[src/rtl/pulse_train_pkg.sv]
`default_nettype none
// +----------------------------------------------------------------------------+
// | pulse_train_pkg : shared state encoding and defaults for pulse_train_gen   |
// | Revision 1.0                                                               |
// +----------------------------------------------------------------------------+
package pulse_train_pkg;

  localparam int PULSE_TRAIN_CNT_W_DEF = 8;

  typedef enum logic [1:0] {
    IDLE      = 2'd0,
    RUN_H     = 2'd1,
    RUN_L     = 2'd2,
    COMPLETED = 2'd3
  } pulse_train_state_e;

endpackage : pulse_train_pkg
`default_nettype wire

[src/rtl/counter_nb.sv]
`default_nettype none
// +----------------------------------------------------------------------------+
// | counter_nb : CNT_W-bit up-counter with synchronous clear and enable        |
// | Revision 1.0                                                               |
// +----------------------------------------------------------------------------+
module counter_nb
  import pulse_train_pkg::*;
#(
  parameter int CNT_W = PULSE_TRAIN_CNT_W_DEF
) (
  input  logic             clk,
  input  logic             reset,
  input  logic             clr,
  input  logic             en,
  output logic [CNT_W-1:0] count
);

  logic [CNT_W-1:0] count_d;
  logic [CNT_W-1:0] count_q;

  // Clear takes priority over enable so a wrap-to-zero and a count never collide.
  always_comb begin
    count_d = count_q;
    if (clr) begin
      count_d = '0;
    end else if (en) begin
      count_d = count_q + CNT_W'(1);
    end
  end

  always_ff @(posedge clk) begin
    if (reset) begin
      count_q <= '0;
    end else begin
      count_q <= count_d;
    end
  end

  assign count = count_q;

endmodule : counter_nb
`default_nettype wire

[src/rtl/pulse_train_gen.sv]
`default_nettype none
// +----------------------------------------------------------------------------+
// | pulse_train_gen : run-time configurable BIST pulse-train generator         |
// | Optional abort port pair enabled by macro PULSE_TRAIN_ABORT_EN             |
// | Revision 1.0                                                               |
// +----------------------------------------------------------------------------+
module pulse_train_gen
  import pulse_train_pkg::*;
#(
  parameter int CNT_W = PULSE_TRAIN_CNT_W_DEF
) (
  input  logic             clk,
  input  logic             reset,
  input  logic             start,
  input  logic [CNT_W-1:0] cfg_high,
  input  logic [CNT_W-1:0] cfg_low,
  input  logic [CNT_W-1:0] cfg_pulses,
  output logic             out,
  output logic             running,
  output logic             bist_end,
  output logic [CNT_W-1:0] pulse_cnt
`ifdef PULSE_TRAIN_ABORT_EN
  ,
  input  logic             abort,
  output logic             aborted
`endif
);

  function automatic logic [CNT_W-1:0] eff_cfg(input logic [CNT_W-1:0] v);
    return (v == '0) ? CNT_W'(1) : v;
  endfunction

  pulse_train_state_e state_d, state_q;

  logic             p_start_d, p_start_q;
  logic             pos_start_d, pos_start_q;
  logic [CNT_W-1:0] high_d, high_q;
  logic [CNT_W-1:0] low_d, low_q;
  logic [CNT_W-1:0] pulses_d, pulses_q;
  logic             out_d, out_q;
  logic             running_d, running_q;
  logic             bist_end_d, bist_end_q;

  logic             phase_clr;
  logic             phase_en;
  logic             pulse_clr;
  logic             pulse_en;
  logic [CNT_W-1:0] phase_cnt;
  logic             abort_req;

`ifdef PULSE_TRAIN_ABORT_EN
  logic aborted_d, aborted_q;
  assign abort_req = abort;
  assign aborted   = aborted_q;
`else
  assign abort_req = 1'b0;
`endif

  counter_nb #(.CNT_W(CNT_W)) u_phase_cnt (
    .clk   (clk),
    .reset (reset),
    .clr   (phase_clr),
    .en    (phase_en),
    .count (phase_cnt)
  );

  counter_nb #(.CNT_W(CNT_W)) u_pulse_cnt (
    .clk   (clk),
    .reset (reset),
    .clr   (pulse_clr),
    .en    (pulse_en),
    .count (pulse_cnt)
  );

  always_comb begin
    state_d     = state_q;
    high_d      = high_q;
    low_d       = low_q;
    pulses_d    = pulses_q;
    p_start_d   = start;
    pos_start_d = start & ~p_start_q;
    phase_clr   = 1'b0;
    phase_en    = 1'b0;
    pulse_clr   = 1'b0;
    pulse_en    = 1'b0;
`ifdef PULSE_TRAIN_ABORT_EN
    aborted_d   = aborted_q;
`endif

    case (state_q)
      IDLE, COMPLETED: begin
        if (pos_start_q) begin
          state_d   = RUN_H;
          high_d    = eff_cfg(cfg_high);
          low_d     = eff_cfg(cfg_low);
          pulses_d  = eff_cfg(cfg_pulses);
          phase_clr = 1'b1;
          pulse_clr = 1'b1;
`ifdef PULSE_TRAIN_ABORT_EN
          aborted_d = 1'b0;
`endif
        end
      end
      RUN_H: begin
        if (abort_req) begin
          state_d   = COMPLETED;
          phase_clr = 1'b1;
`ifdef PULSE_TRAIN_ABORT_EN
          aborted_d = 1'b1;
`endif
        end else if (phase_cnt == high_q - CNT_W'(1)) begin
          pulse_en  = 1'b1;
          phase_clr = 1'b1;
          // Last pulse goes straight to COMPLETED: no trailing low phase.
          state_d   = (pulse_cnt + CNT_W'(1) == pulses_q) ? COMPLETED : RUN_L;
        end else begin
          phase_en = 1'b1;
        end
      end
      RUN_L: begin
        if (abort_req) begin
          state_d   = COMPLETED;
          phase_clr = 1'b1;
`ifdef PULSE_TRAIN_ABORT_EN
          aborted_d = 1'b1;
`endif
        end else if (phase_cnt == low_q - CNT_W'(1)) begin
          phase_clr = 1'b1;
          state_d   = RUN_H;
        end else begin
          phase_en = 1'b1;
        end
      end
      default: state_d = IDLE;
    endcase

    // Outputs are registered copies of the next-state decode, so they track state_q.
    out_d      = (state_d == RUN_H);
    running_d  = (state_d == RUN_H) || (state_d == RUN_L);
    bist_end_d = (state_d == COMPLETED);
  end

  always_ff @(posedge clk) begin
    if (reset) begin
      state_q     <= IDLE;
      p_start_q   <= 1'b1;
      pos_start_q <= 1'b0;
      high_q      <= CNT_W'(1);
      low_q       <= CNT_W'(1);
      pulses_q    <= CNT_W'(1);
      out_q       <= 1'b0;
      running_q   <= 1'b0;
      bist_end_q  <= 1'b0;
`ifdef PULSE_TRAIN_ABORT_EN
      aborted_q   <= 1'b0;
`endif
    end else begin
      state_q     <= state_d;
      p_start_q   <= p_start_d;
      pos_start_q <= pos_start_d;
      high_q      <= high_d;
      low_q       <= low_d;
      pulses_q    <= pulses_d;
      out_q       <= out_d;
      running_q   <= running_d;
      bist_end_q  <= bist_end_d;
`ifdef PULSE_TRAIN_ABORT_EN
      aborted_q   <= aborted_d;
`endif
    end
  end

  assign out      = out_q;
  assign running  = running_q;
  assign bist_end = bist_end_q;

endmodule : pulse_train_gen
`default_nettype wire

[config.mk]
export PLATFORM = sky130hd
export DESIGN_NAME = pulse_train_gen
export DESIGN_NICKNAME = d
export VERILOG_FILES = /design/src/rtl/pulse_train_pkg.sv /design/src/rtl/counter_nb.sv /design/src/rtl/pulse_train_gen.sv
export SDC_FILE = /design/constraint.sdc
export NUM_CORES = 1
export LEC_CHECK = 0
export ABC_CLOCK_PERIOD_IN_PS = 4700
export BUFFER_PORTS_ARGS = -buffer_cell sky130_fd_sc_hd__buf_2
export CAP_MARGIN = 20
export CORE_UTILIZATION = 60
export CTS_BUF_LIST = sky130_fd_sc_hd__clkbuf_2
export CTS_CLUSTER_DIAMETER = 150
export DETAILED_ROUTE_END_ITERATION = 10
export PLACE_DENSITY = 0.86
export REMOVE_ABC_BUFFERS = 1
export SYNTH_ARGS = -nofsm -noshare
export SYNTH_HDL_FRONTEND = slang
export SYNTH_SLANG_ARGS = --single-unit
[constraint.sdc]
create_clock -name clk -period 4.7 [get_ports clk]
set_input_delay 0.47 -clock clk [delete_from_list [all_inputs] [get_ports clk]]
set_output_delay 0.47 -clock clk [all_outputs]
set_load 0.01 [all_outputs]
==> results.txt <==
Vias in the first global route = 2145
CTS sink count = 47
Die X = 68.2 um
Setup crit start kind = flop
Status = finished, final reports clean
Nets = 387
Congestion Overflow GR = 0
GRT Total Usage = 0.254
Setup bufs post-CTS = 0
TNS Setup = 0 ns
Global-route wire length before repair = 8850 um
Fraction of layout cells with a size suffix above 1 = 0.159
PwrDens = 261 nW/um^2
Most frequent cells in the layout = 52 x nand2_1, 47 x dfxtp_1, 37 x buf_2
Avg WL per Cell = 13.5 um
Placed Area = 2800 um^2
# diodes = 0
Post-cts resize count = 0
Synth Flop Type = dfxtp_1
Clk_lat worst skew = 0.42 ns
Async set-reset flop share out of synthesis = 0
Final setup viols = 0
Worst min path class = primary input to flop
Period utilization = 0.656
Leak = 0.00112 uW
Worst-Margin Slew = 0.928 ns
Initial antenna violation count = 0
VDD IR max = 0.163 mV
Via count = 2330
Initial Utilization = 0.638
Ys Warns = 0
Data required time of the critical path = 5.06 ns
Clock buffer depth = 2
Inserted Clock Buffers = 5
DRC Markers = 0
Worst setup EP type = flop
Die Ht = 68.2 um
Buffers on Ports = 37
Clk slew on worst S/H paths = 0.23 ns
Setup Skew = 0.0164 ns
Placer Congestion = 0.819
Register bit count reported by yosys = 47
Max cap viols = 0
I/O pin count = 38
Syn Area/Cell = 8.03 um^2
Clk root buf = clkbuf_2
RSZ-0062 raised after global routing = no
Slew headroom = 0.380
CP Max Fanout = 12
Crit path kind = flop to flop
Crit-path cells = or4_4 > nor4_1 > a311oi_2 > a211oi_1 > a2bb2oi_1 > o21ai_0 > a21oi_1
Final wirelength = 5440 um
Htree depth = 2
Row count = 23
Peak Freq = 325 MHz
Worst stage delay on the critical path = 0.77 ns
Mapped Area = 2630 um^2
Hold Fails Final Rpt = 0
Floorplan Core Area = 4120 um^2
Design area = 2840 um^2
TritonCTS clock tree = built
Slew Viols, Final = 0
Cell count after synthesis = 327
Die Area = 4650 um^2
Slowest-stage cell, CP = a2bb2oi_1
WP data arrival = 3.44 ns
Post-route minimum period = 3.08 ns
Area delta synth->final = 8.05%
Post-synth EDFFs = 0
Post-synth cell types = 53
Antenna Nets Post-Route = 0
Initial DRT Pass Iterations = 4
Sequential area share after synthesis = 0.358
DRT iter0 DRCs = 108
Vias/cell = 5.78
Pin count of the biggest net entering global routing = 33
Most common cell after layout, fill and taps aside = nand2_1
Placed wire-length estimate = 4040 um
Count of hold-fix buffers inserted at cts = 0
-- Yosys cell counts, types with 3 or more instances --
| cell type | count | area share |
|---|---|---|
| o211ai_1 | 3 | 0.0086 |
| dfxtp_1 | 47 | 0.36 |
| a211oi_1 | 3 | 0.0086 |
| nor3_1 | 7 | 0.013 |
| clkbuf_1 | 15 | 0.021 |
| nand4_1 | 8 | 0.019 |
| nand2_1 | 52 | 0.074 |
| xnor2_1 | 18 | 0.060 |
| or3_1 | 3 | 0.0071 |
| ha_1 | 8 | 0.038 |
| and4_1 | 3 | 0.010 |
| nor2_1 | 26 | 0.037 |
| a21oi_1 | 34 | 0.065 |
| o21ai_0 | 8 | 0.015 |
| xor2_1 | 17 | 0.057 |
| inv_1 | 11 | 0.016 |
| nor2b_1 | 4 | 0.0095 |
| nor4_1 | 6 | 0.014 |
| mux2i_1 | 3 | 0.011 |
| nand2b_1 | 3 | 0.0071 |
| buf_2 | 3 | 0.0057 |
| nand3_1 | 3 | 0.0057 |
| and2_1 | 4 | 0.0095 |
-- state kept, by name (all words and copies together) (netlist names), 2 cells and up --
| register | cells |
|---|---|
| high_q | 8 |
| low_q | 8 |
| pulses_q | 8 |
| u_phase_cnt.count | 8 |
| u_pulse_cnt.count | 8 |
| state_q | 2 |
-- final timing paths --
check                 start              endpoint  slack (ns)  cells after the start
setup reg to reg  high_q[0]  u_phase_cnt.count[4]        1.62                      7
hold / removal        start             p_start_q        0.23                      2
setup / recovery  high_q[0]  u_phase_cnt.count[4]        1.62                      7
hold reg to reg   p_start_q           pos_start_q        0.42                      1
-- final cells by class --
type / instances / area (um^2)
Fill cell: 338 / 1280
Inverter: 11 / 41.3
Clock inverter: 2 / 12.5
Tap cell: 50 / 62.6
Multi-Input combinational cell: 249 / 1560
Clock buffer: 6 / 30.0
Timing Repair Buffer: 38 / 193
Sequential cell: 47 / 941
-- where the power goes --
part	switching, uW	leakage [uW]	total [uW]	internal, uW
registers	13.3	0.000380	428	415
clock network	129	0.0000290	167	37.9
logic	83.2	0.000709	147	63.7
total	226	0.00112	742	516
-- worst max-delay path, delay by kind of cell, from the launching register on --
kind	cells	cell delay [ns]
compound gates	5	1.65
simple gates	2	0.97
flops	1	0.41
-- layer usage --
layer | track usage | share of wire
met3 | 0.0567 | 0.029
met5 | 0 | 0
met4 | 0.115 | 0.016
met2 | 0.435 | 0.48
met1 | 0.300 | 0.47
-- through the flow --
step	instances	hold slack, ns	utilization	setup WS (ns)	total power (uW)
after global placement	395	0.385	0.679	1.83	575
final	403	0.234	0.690	1.62	742
after CTS	403	0.216	0.690	1.61	750
after global routing	403	0.206	0.690	1.30	785
after floorplan	307	0.371	-	1.75	532
after detailed placement	395	0.393	0.679	1.68	582
-- kinds of logic after synthesis --
| kind of cell | Yosys count | share of synthesized area |
|---|---|---|
| simple gates | 132 | 0.249 |
| compound gates | 71 | 0.178 |
| flops | 47 | 0.358 |
| xor+xnor | 35 | 0.117 |
| buf+inv | 31 | 0.0486 |
| fa+ha+maj | 8 | 0.0381 |
| mux | 3 | 0.0114 |
No activity file was read; power rests on OpenSTA's default activity.
